### src/rtl/alu_issue_ctrl_pkg.sv
// rtl/alu_issue_ctrl_pkg.sv - opcode constants, instruction field positions and FSM state encoding
//
// Shared by alu_issue_ctrl and its sub-module. No ports.

package alu_issue_ctrl_pkg;

  localparam logic [3:0] OP_ADD = 4'd0;
  localparam logic [3:0] OP_SUB = 4'd1;
  localparam logic [3:0] OP_AND = 4'd2;
  localparam logic [3:0] OP_XOR = 4'd3;
  localparam logic [3:0] OP_SLL = 4'd4;
  localparam logic [3:0] OP_SRL = 4'd5;
  localparam logic [3:0] OP_COM = 4'd6;
  localparam logic [3:0] OP_MUL = 4'd7;

  // Instruction field positions: opcode[15:12], rd[11:8], rs1[7:4], rs2[3:0]
  localparam int OPC_LSB = 12;
  localparam int RD_LSB  = 8;
  localparam int RS1_LSB = 4;
  localparam int RS2_LSB = 0;
  localparam int FLD_W   = 4;

  typedef enum logic [1:0] {
    ST_IDLE  = 2'd0,
    ST_EXEC  = 2'd1,
    ST_MWAIT = 2'd2,
    ST_WB    = 2'd3
  } state_t;

  // Opcodes 8..15 are illegal: only the low eight encodings are defined.
  function automatic logic is_legal(input logic [3:0] opc);
    return (opc[3] == 1'b0);
  endfunction

endpackage

### src/rtl/alu_lat_counter.sv
// rtl/alu_lat_counter.sv - 4-bit loadable down-counter with zero flag for the MUL wait countdown
//
// Ports:
//   clk, rst       clock / asynchronous active-high reset
//   i_load         load i_load_val (has priority over i_en)
//   i_en           decrement by one; holds at zero
//   i_load_val[3:0] value to load
//   o_zero         count is zero

module alu_lat_counter (
  input  logic       clk,
  input  logic       rst,
  input  logic       i_load,
  input  logic       i_en,
  input  logic [3:0] i_load_val,
  output logic       o_zero
);

  logic [3:0] r_count;

  always_ff @(posedge clk or posedge rst) begin
    if (rst) begin
      r_count <= 4'd0;
    end else if (i_load) begin
      r_count <= i_load_val;
    end else if (i_en && (r_count != 4'd0)) begin
      r_count <= r_count - 4'd1;
    end
  end

  assign o_zero = (r_count == 4'd0);

endmodule

### src/rtl/alu_issue_ctrl.sv
// rtl/alu_issue_ctrl.sv - sequenced issue controller: accept, EXEC/MWAIT for MUL latency, single-cycle WB pulse
//
// Optional feature macro: ILLEGAL_TRAP_EN (illegal opcodes trap in EXEC instead of running as NOPs).
//
// Ports:
//   clk, rst           clock / asynchronous active-high reset
//   inst_valid, inst   instruction handshake input (opcode, rd, rs1, rs2)
//   inst_ready         block accepts an instruction this cycle (IDLE or WB)
//   rs1_addr, rs2_addr register read addresses from the held instruction
//   aluop              opcode[2:0] of the held instruction
//   wen, waddr         single-cycle register write pulse and destination
//   busy               state is not IDLE
//   illegal            single-cycle trap pulse in EXEC (0 unless ILLEGAL_TRAP_EN)

module alu_issue_ctrl
  import alu_issue_ctrl_pkg::*;
#(
  parameter int MUL_LAT = 4,
  parameter int RA_W    = 4
) (
  input  logic            clk,
  input  logic            rst,
  input  logic            inst_valid,
  input  logic [15:0]     inst,
  output logic            inst_ready,
  output logic [RA_W-1:0] rs1_addr,
  output logic [RA_W-1:0] rs2_addr,
  output logic [2:0]      aluop,
  output logic            wen,
  output logic [RA_W-1:0] waddr,
  output logic            busy,
  output logic            illegal
);

  state_t      r_state;
  logic [15:0] r_ir;
  logic        r_inst_ready;
  logic        r_wen;
  logic        r_illegal;

  state_t      w_next;
  logic        w_accept;
  logic        w_cnt_load;
  logic        w_cnt_en;
  logic        w_cnt_zero;
  logic [3:0]  w_ir_opc;
  logic [3:0]  w_ir_rd;
  logic [3:0]  w_in_opc;

  assign w_ir_opc = r_ir[OPC_LSB +: FLD_W];
  assign w_ir_rd  = r_ir[RD_LSB  +: FLD_W];
  assign w_in_opc = inst[OPC_LSB +: FLD_W];

  // r_inst_ready is itself registered, so it stays low until the first edge after reset.
  assign w_accept = inst_valid && r_inst_ready;

  always_comb begin
    w_next     = r_state;
    w_cnt_load = 1'b0;
    w_cnt_en   = 1'b0;
    case (r_state)
      ST_IDLE: begin
        if (w_accept) w_next = ST_EXEC;
      end
      ST_EXEC: begin
        if (w_ir_opc == OP_MUL) begin
          // EXEC is the first of MUL_LAT cycles; MWAIT runs counts MUL_LAT-2 .. 0.
          w_cnt_load = 1'b1;
          w_next     = ST_MWAIT;
        end else begin
`ifdef ILLEGAL_TRAP_EN
          w_next = is_legal(w_ir_opc) ? ST_WB : ST_IDLE;
`else
          w_next = ST_WB;
`endif
        end
      end
      ST_MWAIT: begin
        if (w_cnt_zero) begin
          w_next = ST_WB;
        end else begin
          w_cnt_en = 1'b1;
        end
      end
      ST_WB: begin
        w_next = w_accept ? ST_EXEC : ST_IDLE;
      end
      default: w_next = ST_IDLE;
    endcase
  end

  // Outputs are registered against the next state so none depend combinationally on inst.
  always_ff @(posedge clk or posedge rst) begin
    if (rst) begin
      r_state      <= ST_IDLE;
      r_ir         <= 16'd0;
      r_inst_ready <= 1'b0;
      r_wen        <= 1'b0;
      r_illegal    <= 1'b0;
    end else begin
      r_state      <= w_next;
      if (w_accept) r_ir <= inst;
      r_inst_ready <= (w_next == ST_IDLE) || (w_next == ST_WB);
      // Entering WB: write unless rd is r0 or the op was an illegal NOP.
      r_wen        <= (w_next == ST_WB) && (r_state != ST_WB) &&
                      (w_ir_rd != 4'd0) && is_legal(w_ir_opc);
`ifdef ILLEGAL_TRAP_EN
      r_illegal    <= w_accept && !is_legal(w_in_opc);
`else
      r_illegal    <= 1'b0;
`endif
    end
  end

  alu_lat_counter u_lat_counter (
    .clk        (clk),
    .rst        (rst),
    .i_load     (w_cnt_load),
    .i_en       (w_cnt_en),
    .i_load_val (4'(MUL_LAT - 2)),
    .o_zero     (w_cnt_zero)
  );

  assign inst_ready = r_inst_ready;
  assign rs1_addr   = RA_W'(r_ir[RS1_LSB +: FLD_W]);
  assign rs2_addr   = RA_W'(r_ir[RS2_LSB +: FLD_W]);
  assign aluop      = w_ir_opc[2:0];
  assign wen        = r_wen;
  assign waddr      = RA_W'(w_ir_rd);
  assign busy       = (r_state != ST_IDLE);
`ifdef ILLEGAL_TRAP_EN
  assign illegal    = r_illegal;
`else
  assign illegal    = 1'b0;
  logic w_unused;
  assign w_unused   = r_illegal ^ (^w_in_opc);
`endif

endmodule

### config.mk
export PLATFORM = sky130hd
export DESIGN_NAME = alu_issue_ctrl
export DESIGN_NICKNAME = d
export VERILOG_FILES = /design/src/rtl/alu_issue_ctrl_pkg.sv /design/src/rtl/alu_lat_counter.sv /design/src/rtl/alu_issue_ctrl.sv
export SDC_FILE = /design/constraint.sdc
export NUM_CORES = 1
export LEC_CHECK = 0
export ABC_CLOCK_PERIOD_IN_PS = 1900
export BUFFER_PORTS_ARGS = -buffer_cell sky130_fd_sc_hd__buf_2
export CAP_MARGIN = 0
export CORE_ASPECT_RATIO = 1.2
export CORE_MARGIN = 1.5
export CORE_UTILIZATION = 37
export CTS_CLUSTER_SIZE = 24
export DETAILED_ROUTE_END_ITERATION = 8
export PLACE_DENSITY = 0.68
export SLEW_MARGIN = 20
export SYNTH_ARGS = -nofsm -noshare
export SYNTH_HDL_FRONTEND = slang
export SYNTH_SLANG_ARGS = --single-unit
### constraint.sdc
create_clock -name clk -period 1.9 [get_ports clk]
set_input_delay 0.285 -clock clk [delete_from_list [all_inputs] [get_ports clk]]
set_output_delay 0.285 -clock clk [all_outputs]
set_load 0.005 [all_outputs]
# After elaboration in Yosys (flattened, before gate mapping)
# Cells that the tools add are included.
dict set report totals {
  mem_count 0
  rom_bits 0
  latchBits 0
  ff_bits 24
  mem_bits_rw 0
}
dict set report classes {
  order_cmp 0
  n_bitwise 1
  shifts 0
  muxes 11
  addsub 1
  multipliers 0
  n_div 0
  n_eq_ne 6
  reduce_logical 13
}
# operator count
set op_table {}
lappend op_table {{$mux W4} 2}
lappend op_table {{$pmux W2 S4} 1}
lappend op_table {{$reduce_bool A4 Y1} 2}
lappend op_table {{$eq A2 B2 Y1 const B} 3}
lappend op_table {{$mux W1} 6}
lappend op_table {{$logic_and A1 B1 Y1} 5}
lappend op_table {{$eq A4 B3 Y1 const B} 1}
lappend op_table {{$logic_not A2 Y1} 2}
lappend op_table {{$logic_not A4 Y1} 1}
lappend op_table {{$mux W2} 2}
lappend op_table {{$reduce_bool A2 Y1} 2}
lappend op_table {{$sub A4 B1 Y4 const B} 1}
lappend op_table {{$eq A2 B1 Y1 const B} 1}
lappend op_table {{$ne A2 B2 Y1 const B} 1}
lappend op_table {{$logic_or A1 B1 Y1} 1}
lappend op_table {{$not A1 Y1} 1}

# Depth between registers and ports, before layout
# Gate-level depths: netlist of the first run.
dict set report logic_depth {
  word_depth 7
  ltp_mapped 7
  depth_no_buf 7
}

# Cells and area by module
# From an unflattened synthesis of the first run, not the netlist that was laid out.
dict set report unflattened {
  cells_unflattened 106
  area_unflattened_um2 1298.7
}
# module cells_per_inst seq_area_each_um2 instances area_each_um2
set modules_own_cells {}
lappend modules_own_cells {alu_issue_ctrl 78 500.5 1 1037.2}
lappend modules_own_cells {alu_lat_counter 28 100.1 1 261.5}

# Worst setup path after synthesis of the first run
# No wires, ideal clock.
dict set report synth_path {
  kind {register to register}
  startpoint {register r_state[0]}
  endpoint {register u_lat_counter.r_count[3]}
  path_stages_with_launch 6
  arrival_ns 1.614
  path_buffers 0
  slack_ns 0.213
  synth_period_minus_slack_ns 1.687
  cell_sequence {dfrtp_1 inv_1 ha_1 or4b_1 or3_1 a21oi_2}
}
dict set report synth_via {
  elab_chain_len 4
  elab_cells_between_ends 7
  classes_between {eq/ne: 2; mux: 3; reduce/logical: 2}
}
# element line_no
set synth_rtl {}
lappend synth_rtl {{start, declared} alu_issue_ctrl.sv:35} ;# state_t r_state;
lappend synth_rtl {{start signal, assigned} alu_issue_ctrl.sv:101} ;# r_state <= w_next;
lappend synth_rtl {{$eq A2 B2 Y1} alu_issue_ctrl.sv:61} ;# case (r_state)
lappend synth_rtl {{$mux W1} alu_issue_ctrl.sv:61}
lappend synth_rtl {{$logic_and A1 B1 Y1} alu_lat_counter.sv:26} ;# end else if (i_en && (r_count != 4'd0)) begin
lappend synth_rtl {{$reduce_bool A2 Y1 (no source line)} -}
lappend synth_rtl {{end signal, assigned} alu_lat_counter.sv:25} ;# r_count <= i_load_val;
lappend synth_rtl {{end signal, assigned} alu_lat_counter.sv:27} ;# r_count <= r_count - 4'd1;
lappend synth_rtl {{end, declared} alu_lat_counter.sv:19} ;# logic [3:0] r_count;
# Several ways; a longest one is shown, not always the timed one.
# A chain may end at the register's enable or synchronous reset.

# Final worst setup path of the first run
# Ends and elaborated chain as after synthesis.

==> results.py, run 1 <==
metrics = {
    "drt": {
        "final_antenna_net_count": 0,
        "vias_per_cell": 4.83,
        "wirelength_um": 2050,
        "routedWlPerCell_um": 12.6,
        "drc": 0,
        "drt_iter0_drc": 11,
        "drtPass1Iterations": 4,
        "vias": 783,
    },
    "clocking": {
        "htreeDepth": 1,
        "cts_buffer_depth": 2,
        "cts_tree": "done",
        "cts_inserted_buffers": 3,
        "cts_root_buf": "clkbuf_4",
        "clock-sinks": 24,
        "clk_pin_slew_ps": 120,
        "clk_latency_ps": 310,
    },
    "final_layout": {
        "drive_gt1_share_pct": 52.4,
        "num_antenna_cells": 0,
        "fill_cells": 285,
        "layout.nets": 153,
        "stdcell_count": 162,
        "finalCoreUtilization_pct": 45.3,
        "area_delta_synth_final_pct": 16.5,
    },
    "global_route": {
        "overflow": 0,
        "first_global_vias": 809,
        "grt_antenna_before_repair": 0,
        "grt_pass1_wl_um": 3430,
        "grt_use_total_pct": 13.2,
        "grt_max_degree": 25,
    },
    "timing": {
        "hold_slack_ps": 196,
        "finalHoldViolCount": 0,
        "timing.final.crit_share_pct": 94.7,
        "setup_viol": 0,
        "finalCriticalPeriod_ps": 1800,
        "final_max_slew_viol_count": 0,
        "fin_skew_ps": 2.21,
        "max_freq_mhz": 556,
    },
    "synth": {
        "synthFlopType": "dfrtp_1",
        "post-synth-top-area-cell": "dfrtp_1",
        "synth_top_family_by_area": "multiplexers",
        "yosys.area_share.adder_pct": 7.37,
        "syn-cell-area_um2": 1190,
        "avgSynthCellArea_um2": 12.1,
        "ys_types": 27,
        "synth_compound_area_share_pct": 4.11,
        "synthCells": 98,
        "ys_async_sr_fraction_pct": 100,
        "yosysTopAreaCellShare_pct": 50.5,
        "synth.area.top_cells": "dfrtp_1 51%, mux2_2 15%, buf_4 10%",
        "ys_seq_elements": 24,
        "yosysSeqAreaShare_pct": 50.5,
        "syn_nets": 124,
        "ys_warn_count": 0,
        "muxShareOfSynthArea_pct": 15.2,
        "synth_edf_count": 0,
        "yosys.area_share.xor_xnor_pct": 0.737,
        "synthSimpleGateAreaFrac_pct": 8.74,
    },
    "worst_setup_path": {
        "cp_slowest_cell": "or4b_1",
        "crit_path_max_incr_delay_ps": 490,
        "startpoint_type": "flop",
        "cp.arrival_ps": 2050,
        "worstRegToRegCells": 5,
        "cp-end-kind": "flop",
        "critical_path.max_fanout": 6,
        "crit_type": "reg2reg",
        "reg2reg_from": "r_state[0]",
        "reg2reg_to": "u_lat_counter.r_count[3]",
        "crit_chain": "inv_2, ha_2, or4b_1, or3_1, a21oi_2",
        "cp_data_required_time_ps": 2150,
        "reg2reg_setup_slack_ps": 100,
    },
    "worst_hold_path": {
        "hold_class": "in2reg",
        "hold_start": "inst[10]",
        "whs_endpoint": "r_ir[10]",
        "hold_depth": 2,
    },
    "pwr": {
        "p_total_mw": 2.18,
        "ir_worst_vdd_uv": 666,
        "p_per_area_nw_per_um2": 1580,
        "power_leakage_nw": 0.687,
    },
    "placed_design": {
        "dp_hpwl_um": 1570,
        "dp.cells": 155,
        "io_buffers": 36,
        "routabilityCongestion": 0.783,
    },
    "die": {
        "die_x_um": 54.7,
        "die_y_um": 65.1,
        "core.rowCount": 22,
        "die-area_um2": 3560,
        "core-area_um2": 3060,
        "start_util_pct": 38.9,
        "boundaryPins": 38,
    },
    "outcome": {
        "outcome": "complete, no violations",
    },
    "flow_run": {
        "maxCapViolations": 0,
    },
}
==> power breakdown <==
group	internal [mW]	switching [mW]	total, mW
registers	0.770	0.181	0.951
clock network	0.117	0.146	0.263
logic	0.541	0.431	0.971
==> cells in the mapped netlist, types with 2 or more instances <==
cell and count:
a31oi_1 2, ha_1 7, buf_4 16, mux2_2 16
a21oi_1 2, o21ai_0 2, nand2_1 2, inv_1 8
or3_1 2, dfrtp_1 24
==> cells in the final DEF, fill, tap and decap left out, types with 2 or more instances in the layout <==
| master | instances |
|---|---|
| a21oi_1 | 2 |
| a31oi_1 | 2 |
| buf_2 | 36 |
| buf_4 | 4 |
| clkbuf_4 | 3 |
| dfrtp_1 | 24 |
| ha_1 | 6 |
| inv_1 | 7 |
| mux2_2 | 16 |
| nand2_1 | 2 |
| o21ai_0 | 2 |
| or3_1 | 2 |
==> layout make-up <==
type                    count  area, um^2  area share, %
flip-flops and latches     24         601           43.4
multi-input cells          49         453           32.7
repair buffers             41         220           15.9
well taps                  36        45.0           3.25
clock buffers               4        36.3           2.62
inverters                   8        30.0           2.17
==> timing repair <==
action,4_1_cts,5_1_grt
setup endpoints to repair,2,2
hold buffers,1,0
pin swaps,0,1
endpoints found under the hold margin,24,0
setup buffers,0,2
resized for setup,2,3
==> how the worst max path moves through the flow <==
stage                               endpoint                     start  cells after the start
floorplan           u_lat_counter.r_count[3]                r_state[0]                      5
global placement    u_lat_counter.r_count[3]                r_state[0]                      5
detailed placement                       wen  u_lat_counter.r_count[0]                      7
CTS                 u_lat_counter.r_count[3]                r_state[0]                      5
global route                             wen  u_lat_counter.r_count[0]                      7
finish              u_lat_counter.r_count[3]                r_state[0]                      5
==> critical path, delay by kind of cell, from the launching register on <==
family | cells | cell delay (ps)
compound gates | 1 | 140
fa+ha+maj | 1 | 230
buf+inv | 1 | 100
flops | 1 | 430
simple gates | 2 | 840
==> sequential cells by signal, indices dropped and copies added (netlist names) <==
signal                 cells
inst_ready                 1
r_ir                      16
r_state                    2
u_lat_counter.r_count      4
wen                        1
==> layer usage <==
layer	global-route usage (%)	wire length, um	up-vias
met5	0	0	-
met4	7.50	23	0
met3	1.36	64	4
met2	23.5	1180	18
met1	14.5	782	390
li1	-	-	371
==> cells by family after synthesis <==
kind of cell | after synthesis
other | 1
flip-flops | 24
multiplexers | 16
adder cells (fa/ha/maj) | 7
AO/OA/AOI/OAI | 8
AND/OR/NAND/NOR | 16
buffers and inverters | 25
XOR/XNOR | 1
==> metrics by stage <==
| stage | TNS (ps) | setup WS, ps | area, um^2 |
|---|---|---|---|
| CTS | 0 | 22.7 | 1360 |
| detailed placement | -10.9 | -10.9 | 1300 |
| global route | -5.48 | -5.48 | 1390 |
| finish | 0 | 99.8 | 1390 |
| global placement | 0 | 129 | 1300 |
| floorplan | 0 | 213 | 1190 |
(Power assumes the default switching activity.)
==> run 2, diff against run 1 <==
--- a/config.mk
+++ b/config.mk
@@ -5,12 +5,14 @@
 export SDC_FILE = /design/constraint.sdc
 export NUM_CORES = 1
 export LEC_CHECK = 0
+export ABC_AREA = 1
 export ABC_CLOCK_PERIOD_IN_PS = 1900
 export BUFFER_PORTS_ARGS = -buffer_cell sky130_fd_sc_hd__buf_2
 export CAP_MARGIN = 0
 export CORE_ASPECT_RATIO = 1.2
 export CORE_MARGIN = 1.5
 export CORE_UTILIZATION = 37
+export CTS_CLUSTER_DIAMETER = 100
 export CTS_CLUSTER_SIZE = 24
 export DETAILED_ROUTE_END_ITERATION = 8
 export PLACE_DENSITY = 0.68
==> run 2 against run 1 <==
Compared with the run above: via count increased by 17%; critical endpoint is now wen; combinational power decreased by 2.3%; clock power is 37% higher; first-iteration DRC count grew 18%; largest cell class unchanged; non-clock buffer count decreased by 2; critical path type unchanged; hold slack worse by 43 ps; count of clock-buffer cells in the layout fell by 1; clock skew increased by 2.3 ps; maximum frequency rose by 15%.
==> results.py, run 2 <==
metrics = {
    "synth": {
        "synthFlopType": "dfrtp_1",
        "synthCells": 147,
        "ys_async_sr_fraction_pct": 100,
        "synth.area.top_cells": "dfrtp_1 48%, nand2_1 18%, buf_4 9.7%",
        "ys_warn_count": 0,
        "syn-cell-area_um2": 1240,
        "post-synth-top-area-cell": "dfrtp_1",
        "synthTopCellsByCount": "58 x nand2_1, 24 x dfrtp_1, 16 x buf_4, 11 x inv_1, 9 x nor2_1",
        "avgSynthCellArea_um2": 8.45,
        "yosysSeqAreaShare_pct": 48.3,
        "synth_edf_count": 0,
        "syn_nets": 173,
        "yosysTopAreaCellShare_pct": 48.3,
        "ys_types": 24,
        "synth_most_common_cell": "nand2_1",
        "ys_seq_elements": 24,
    },
    "final_layout": {
        "stdcell_area_um2": 1410,
        "top_regs": "r_ir: 16 flops, u_lat_counter.r_count: 4 flops, r_state: 2 flops",
        "area_delta_synth_final_pct": 13.4,
        "num_antenna_cells": 0,
        "drive_gt1_share_pct": 28.5,
        "largest-register": "r_ir",
        "mostFrequentLayoutCells": "58 x nand2_1, 36 x buf_2, 24 x dfrtp_1, 11 x inv_1, 9 x nor2_1",
        "fill_cells": 345,
        "multi_input_area_um2": 453,
        "final_common_cell": "nand2_1",
        "seq_area_um2": 601,
        "largest_reg_flops": 16,
        "stdcell_count": 208,
        "layout.nets": 199,
    },
    "placed_design": {
        "placed_cell_area_um2": 1350,
        "dp_hpwl_um": 1640,
        "routabilityCongestion": 0.734,
        "dp.cells": 203,
        "io_buffers": 36,
    },
    "clocking": {
        "holdBufCountCts": 1,
        "postCtsSetupBuffers": 0,
        "cts_tree": "done",
        "clk_pin_slew_ps": 130,
        "cts.repair.resized": 0,
        "cts_inserted_buffers": 3,
        "cts_buffer_depth": 2,
        "htreeDepth": 1,
        "clk_latency_ps": 310,
        "cts_root_buf": "clkbuf_4",
        "clock-sinks": 24,
    },
    "pwr": {
        "seqPwrFrac_pct": 41.4,
        "power_frac_clock_pct": 16.1,
        "p_int_mw": 1.39,
        "ir_worst_vdd_uv": 902,
        "power_switching_uw": 848,
        "p_per_area_nw_per_um2": 1590,
        "power_frac_comb_pct": 42.4,
        "power_leakage_nw": 0.821,
        "switching_share_pct": 37.9,
    },
    "worst_setup_path": {
        "reg2reg_setup_slack_ps": 330,
        "critical_path.max_fanout": 4,
        "cp.arrival_ps": 1820,
        "reg2reg_from": "r_state[0]",
        "cp_data_required_time_ps": 2160,
        "startpoint_type": "flop",
        "reg2reg_to": "wen",
        "worstRegToRegCells": 8,
        "cp-end-kind": "flop",
        "crit_type": "reg2reg",
    },
    "drt": {
        "vias_per_cell": 4.40,
        "drt_iter0_drc": 13,
        "routedWlPerCell_um": 10.4,
        "vias": 916,
        "final_antenna_net_count": 0,
        "drc": 0,
        "wirelength_um": 2170,
        "drtPass1Iterations": 3,
    },
    "global_route": {
        "grt_max_degree": 25,
        "grt_use_total_pct": 13.4,
        "first_global_vias": 953,
        "grt_pass1_wl_um": 3910,
        "overflow": 0,
        "grt_antenna_before_repair": 0,
    },
    "worst_hold_path": {
        "hold_start": "inst[11]",
        "whs_endpoint": "r_ir[11]",
        "hold_depth": 3,
        "hold_class": "in2reg",
    },
    "outcome": {
        "outcome": "complete, no violations",
    },
    "timing": {
        "setup_viol": 0,
        "rsz0062_at_grt": "no",
        "hold_slack_ps": 153,
        "tns_ps": 0,
        "finalCriticalPeriod_ps": 1570,
        "max_freq_mhz": 638,
        "finalHoldViolCount": 0,
        "timing.final.crit_share_pct": 82.5,
        "final_max_slew_viol_count": 0,
        "fin_skew_ps": 4.48,
    },
    "die": {
        "die-area_um2": 3720,
        "die_x_um": 55.9,
        "start_util_pct": 39.6,
        "die_y_um": 66.5,
        "core.rowCount": 22,
        "core-area_um2": 3140,
        "boundaryPins": 38,
    },
    "flow_run": {
        "maxCapViolations": 0,
    },
}
run 2: power by group through the flow:
stage	clock network (mW)	registers, mW	logic, mW
after floorplan	0	0.901	0.864
after global placement	0	0.940	0.939
after detailed placement	0	0.944	0.966
after CTS	0.377	0.933	0.972
after global routing	0.397	0.964	1.13
final	0.360	0.927	0.949
run 2: final cells by class:
cell class                      count  share of cell area (%)
Multi-Input combinational cell     92                    32.1
Sequential cell                    24                    42.6
Clock buffer                        3                    1.60
Tap cell                           36                    3.20
Inverter                           13                    3.73
Clock inverter                      1                    2.13
Timing Repair Buffer               39                    14.6
run 2: how the worst max path moves through the flow:
stage	start	to	slack, ps	cells after the start
after global placement	r_state[0]	wen	400	8
after floorplan	r_state[0]	wen	490	8
final	r_state[0]	wen	330	8
after CTS	r_state[0]	wen	310	8
after global routing	r_state[0]	wen	140	8
after detailed placement	r_state[0]	wen	340	8
run 2: stage by stage:
step / setup WS [ps] / utilization [%] / power (mW)
2_1_floorplan: 487 / - / 1.77
3_3_place_gp: 404 / 42.9 / 1.88
3_5_place_dp: 337 / 42.9 / 1.91
4_1_cts: 309 / 44.9 / 2.28
5_1_grt: 140 / 44.9 / 2.49
6_report: 333 / 44.9 / 2.24
run 2: logic make-up (layout without fill, tap and decap cells):
logic type	Yosys count	in the layout	share of synthesized area [%]
AND/OR/NAND/NOR	79	79	26.3
buffers and inverters	31	56	15.2
flip-flops	24	24	48.3
adder cells (fa/ha/maj)	7	7	7.05
AO/OA/AOI/OAI	5	5	2.82
other	1	1	0.302
run 2: per-layer routing:
| layer | routed length [um] | up-vias | GRT usage (%) |
|---|---|---|---|
| met2 | 1060 | 21 | 24.1 |
| li1 | - | 481 | - |
| met1 | 985 | 412 | 15.6 |
| met3 | 107 | 2 | 3.69 |
| met5 | 0 | - | 0 |
| met4 | 21 | 0 | 4.17 |
run 2: critical path: stages, from the launching register on:
cell and delay (ps):
dfrtp_1 430, inv_1 150, ha_1 280, a21boi_2 190
nor2_1 50, nor2_1 120, ha_1 160, nand2_1 50
nor2_1 90
==> run 3, diff against run 2 <==
--- a/config.mk
+++ b/config.mk
@@ -6,7 +6,7 @@
 export NUM_CORES = 1
 export LEC_CHECK = 0
 export ABC_AREA = 1
-export ABC_CLOCK_PERIOD_IN_PS = 1900
+export ABC_CLOCK_PERIOD_IN_PS = 1300
 export BUFFER_PORTS_ARGS = -buffer_cell sky130_fd_sc_hd__buf_2
 export CAP_MARGIN = 0
 export CORE_ASPECT_RATIO = 1.2
@@ -15,7 +15,7 @@
 export CTS_CLUSTER_DIAMETER = 100
 export CTS_CLUSTER_SIZE = 24
 export DETAILED_ROUTE_END_ITERATION = 8
-export PLACE_DENSITY = 0.68
+export PLACE_DENSITY = 0.7
 export SLEW_MARGIN = 20
 export SYNTH_ARGS = -nofsm -noshare
 export SYNTH_HDL_FRONTEND = slang
==> constraint.sdc (replaced) <==
create_clock -name clk -period 1.3 [get_ports clk]
set_input_delay 0.195 -clock clk [delete_from_list [all_inputs] [get_ports clk]]
set_output_delay 0.195 -clock clk [all_outputs]
set_load 0.005 [all_outputs]
==> run 3 against run 2 <==
Compared with the run above: the flow now finishes with violations (negative setup slack); cell count grew 7.7%; flip-flop and latch count unchanged; power grew 86%; sequential power grew 49%; worst setup slack got worse by 540 ps; critical path type unchanged.
==> results.py, run 3 (synthesis results as in run 2) <==
metrics = {
    "drt": {
        "vias": 1000,
        "drc": 0,
        "routedWlPerCell_um": 11.2,
        "vias_per_cell": 4.46,
        "drt_iter0_drc": 25,
        "wirelength_um": 2500,
        "final_antenna_net_count": 0,
        "drtPass1Iterations": 4,
    },
    "final_layout": {
        "top_regs": "r_ir: 16 flops, u_lat_counter.r_count: 4 flops, r_state: 2 flops",
        "stdcell_count": 224,
        "mostFrequentLayoutCells": "57 x nand2_1, 35 x buf_2, 22 x dfrtp_1, 16 x buf_4, 7 x nor2_1",
        "fill_cells": 310,
        "final_common_cell": "nand2_1",
        "num_antenna_cells": 0,
        "drive_gt1_share_pct": 45.7,
        "area_delta_synth_final_pct": 33.2,
        "layout.nets": 215,
        "stdcell_area_um2": 1660,
        "largest_reg_flops": 16,
        "largest-register": "r_ir",
    },
    "worst_setup_path": {
        "cp-end-kind": "flop",
        "cp_data_required_time_ps": 1540,
        "cp.arrival_ps": 1740,
        "crit_type": "reg2reg",
        "startpoint_type": "flop",
        "critical_path.max_fanout": 4,
    },
    "clocking": {
        "clock-sinks": 24,
        "cts_inserted_buffers": 3,
        "clk_latency_ps": 320,
        "htreeDepth": 1,
        "cts_tree": "done",
        "cts_buffer_depth": 2,
        "clk_pin_slew_ps": 130,
        "cts_root_buf": "clkbuf_4",
    },
    "pwr": {
        "ir_worst_vdd_uv": 1640,
        "power_leakage_nw": 0.907,
        "p_per_area_nw_per_um2": 2510,
        "p_total_mw": 4.16,
    },
    "outcome": {
        "violations": "negative setup slack",
        "outcome": "finished, violations left",
    },
    "global_route": {
        "overflow": 0,
        "first_global_vias": 1008,
        "grt_max_degree": 25,
        "grt_use_total_pct": 14.0,
        "grt_antenna_before_repair": 0,
        "grt_pass1_wl_um": 4140,
    },
    "placed_design": {
        "dp.cells": 216,
        "placed_cell_area_um2": 1470,
        "dp_hpwl_um": 1790,
        "routabilityCongestion": 0.692,
        "io_buffers": 36,
    },
    "timing": {
        "max_freq_mhz": 663,
        "fin_ws_ps": -207,
        "setup_viol": 4,
        "fin_skew_ps": 0.861,
        "rsz0062_at_grt": "yes",
        "hold_slack_ps": 54.9,
        "finalCriticalPeriod_ps": 1510,
        "timing.final.crit_share_pct": 116,
        "finalHoldViolCount": 0,
        "final_max_slew_viol_count": 0,
        "tns_ps": -628,
    },
    "flow_run": {
        "maxCapViolations": 0,
    },
    "die": {
        "die_x_um": 55.9,
        "die-area_um2": 3720,
        "core-area_um2": 3140,
        "die_y_um": 66.5,
        "boundaryPins": 38,
        "core.rowCount": 22,
        "start_util_pct": 39.6,
    },
    "worst_hold_path": {
        "hold_class": "in2reg",
    },
}
-- run 3: final cells by class --
class,count,area (um^2),share of cell area (%)
flip-flops and latches,24,603,36.4
well taps,36,45.0,2.72
clock inverters,1,30.0,1.81
inverters,13,57.6,3.48
repair buffers,55,339,20.5
clock buffers,3,22.5,1.36
multi-input cells,92,558,33.7
-- run 3: worst max-delay path, stage by stage, from the launching register on --
cell and delay (ps):
dfrtp_2 470, inv_4 80, ha_4 160, inv_2 50, nand2_1 40, inv_1 50, nand2_1 60, nor2_2 140
nor2_2 80, ha_4 260, inv_2 30
-- run 3: worst paths after layout --
| kind | cells past startpoint | slack (ps) | end | start |
|---|---|---|---|---|
| max | 10 | -210 | inst_ready | r_state[0] |
| min | 3 | 50 | r_ir[8] | inst[8] |
| max reg2reg | 10 | -210 | inst_ready | r_state[0] |
| min reg2reg | 2 | 490 | r_ir[2] | r_ir[2] |
| max in group asynchronous | 4 | 600 | r_state[1] | rst |
| min in group asynchronous | 4 | 440 | r_ir[13] | rst |
-- run 3: timing repair --
action                                  in CTS  in global routing
resized for setup                            4                 19
buffers inserted                             0                  3
endpoints found under the hold margin       24                  0
hold buffers                                 1                  0
endpoints found under the setup margin       4                  6
pin swaps                                    2                  9
-- run 3: stage by stage --
step | util, % | setup slack, ps
global route | 52.8 | -297
finish | 52.8 | -207
floorplan | - | -37.4
detailed placement | 47.0 | -161
global placement | 47.0 | -101
CTS | 49.6 | -190
-- run 3: where the power goes --
group	switching [mW]	internal (mW)	leakage (nW)	total, mW
Combinational	1.09	1.15	0.586	2.24
Sequential	0.266	1.11	0.293	1.38
Clock	0.234	0.312	0.0279	0.546
-- run 3: routing by layer --
layer	GRT usage [%]	vias up	share of wire, %
met1	16.1	451	42
met4	3.57	0	1.1
met5	0	-	0
met3	3.50	2	5.4
li1	-	518	-
met2	26.0	29	51
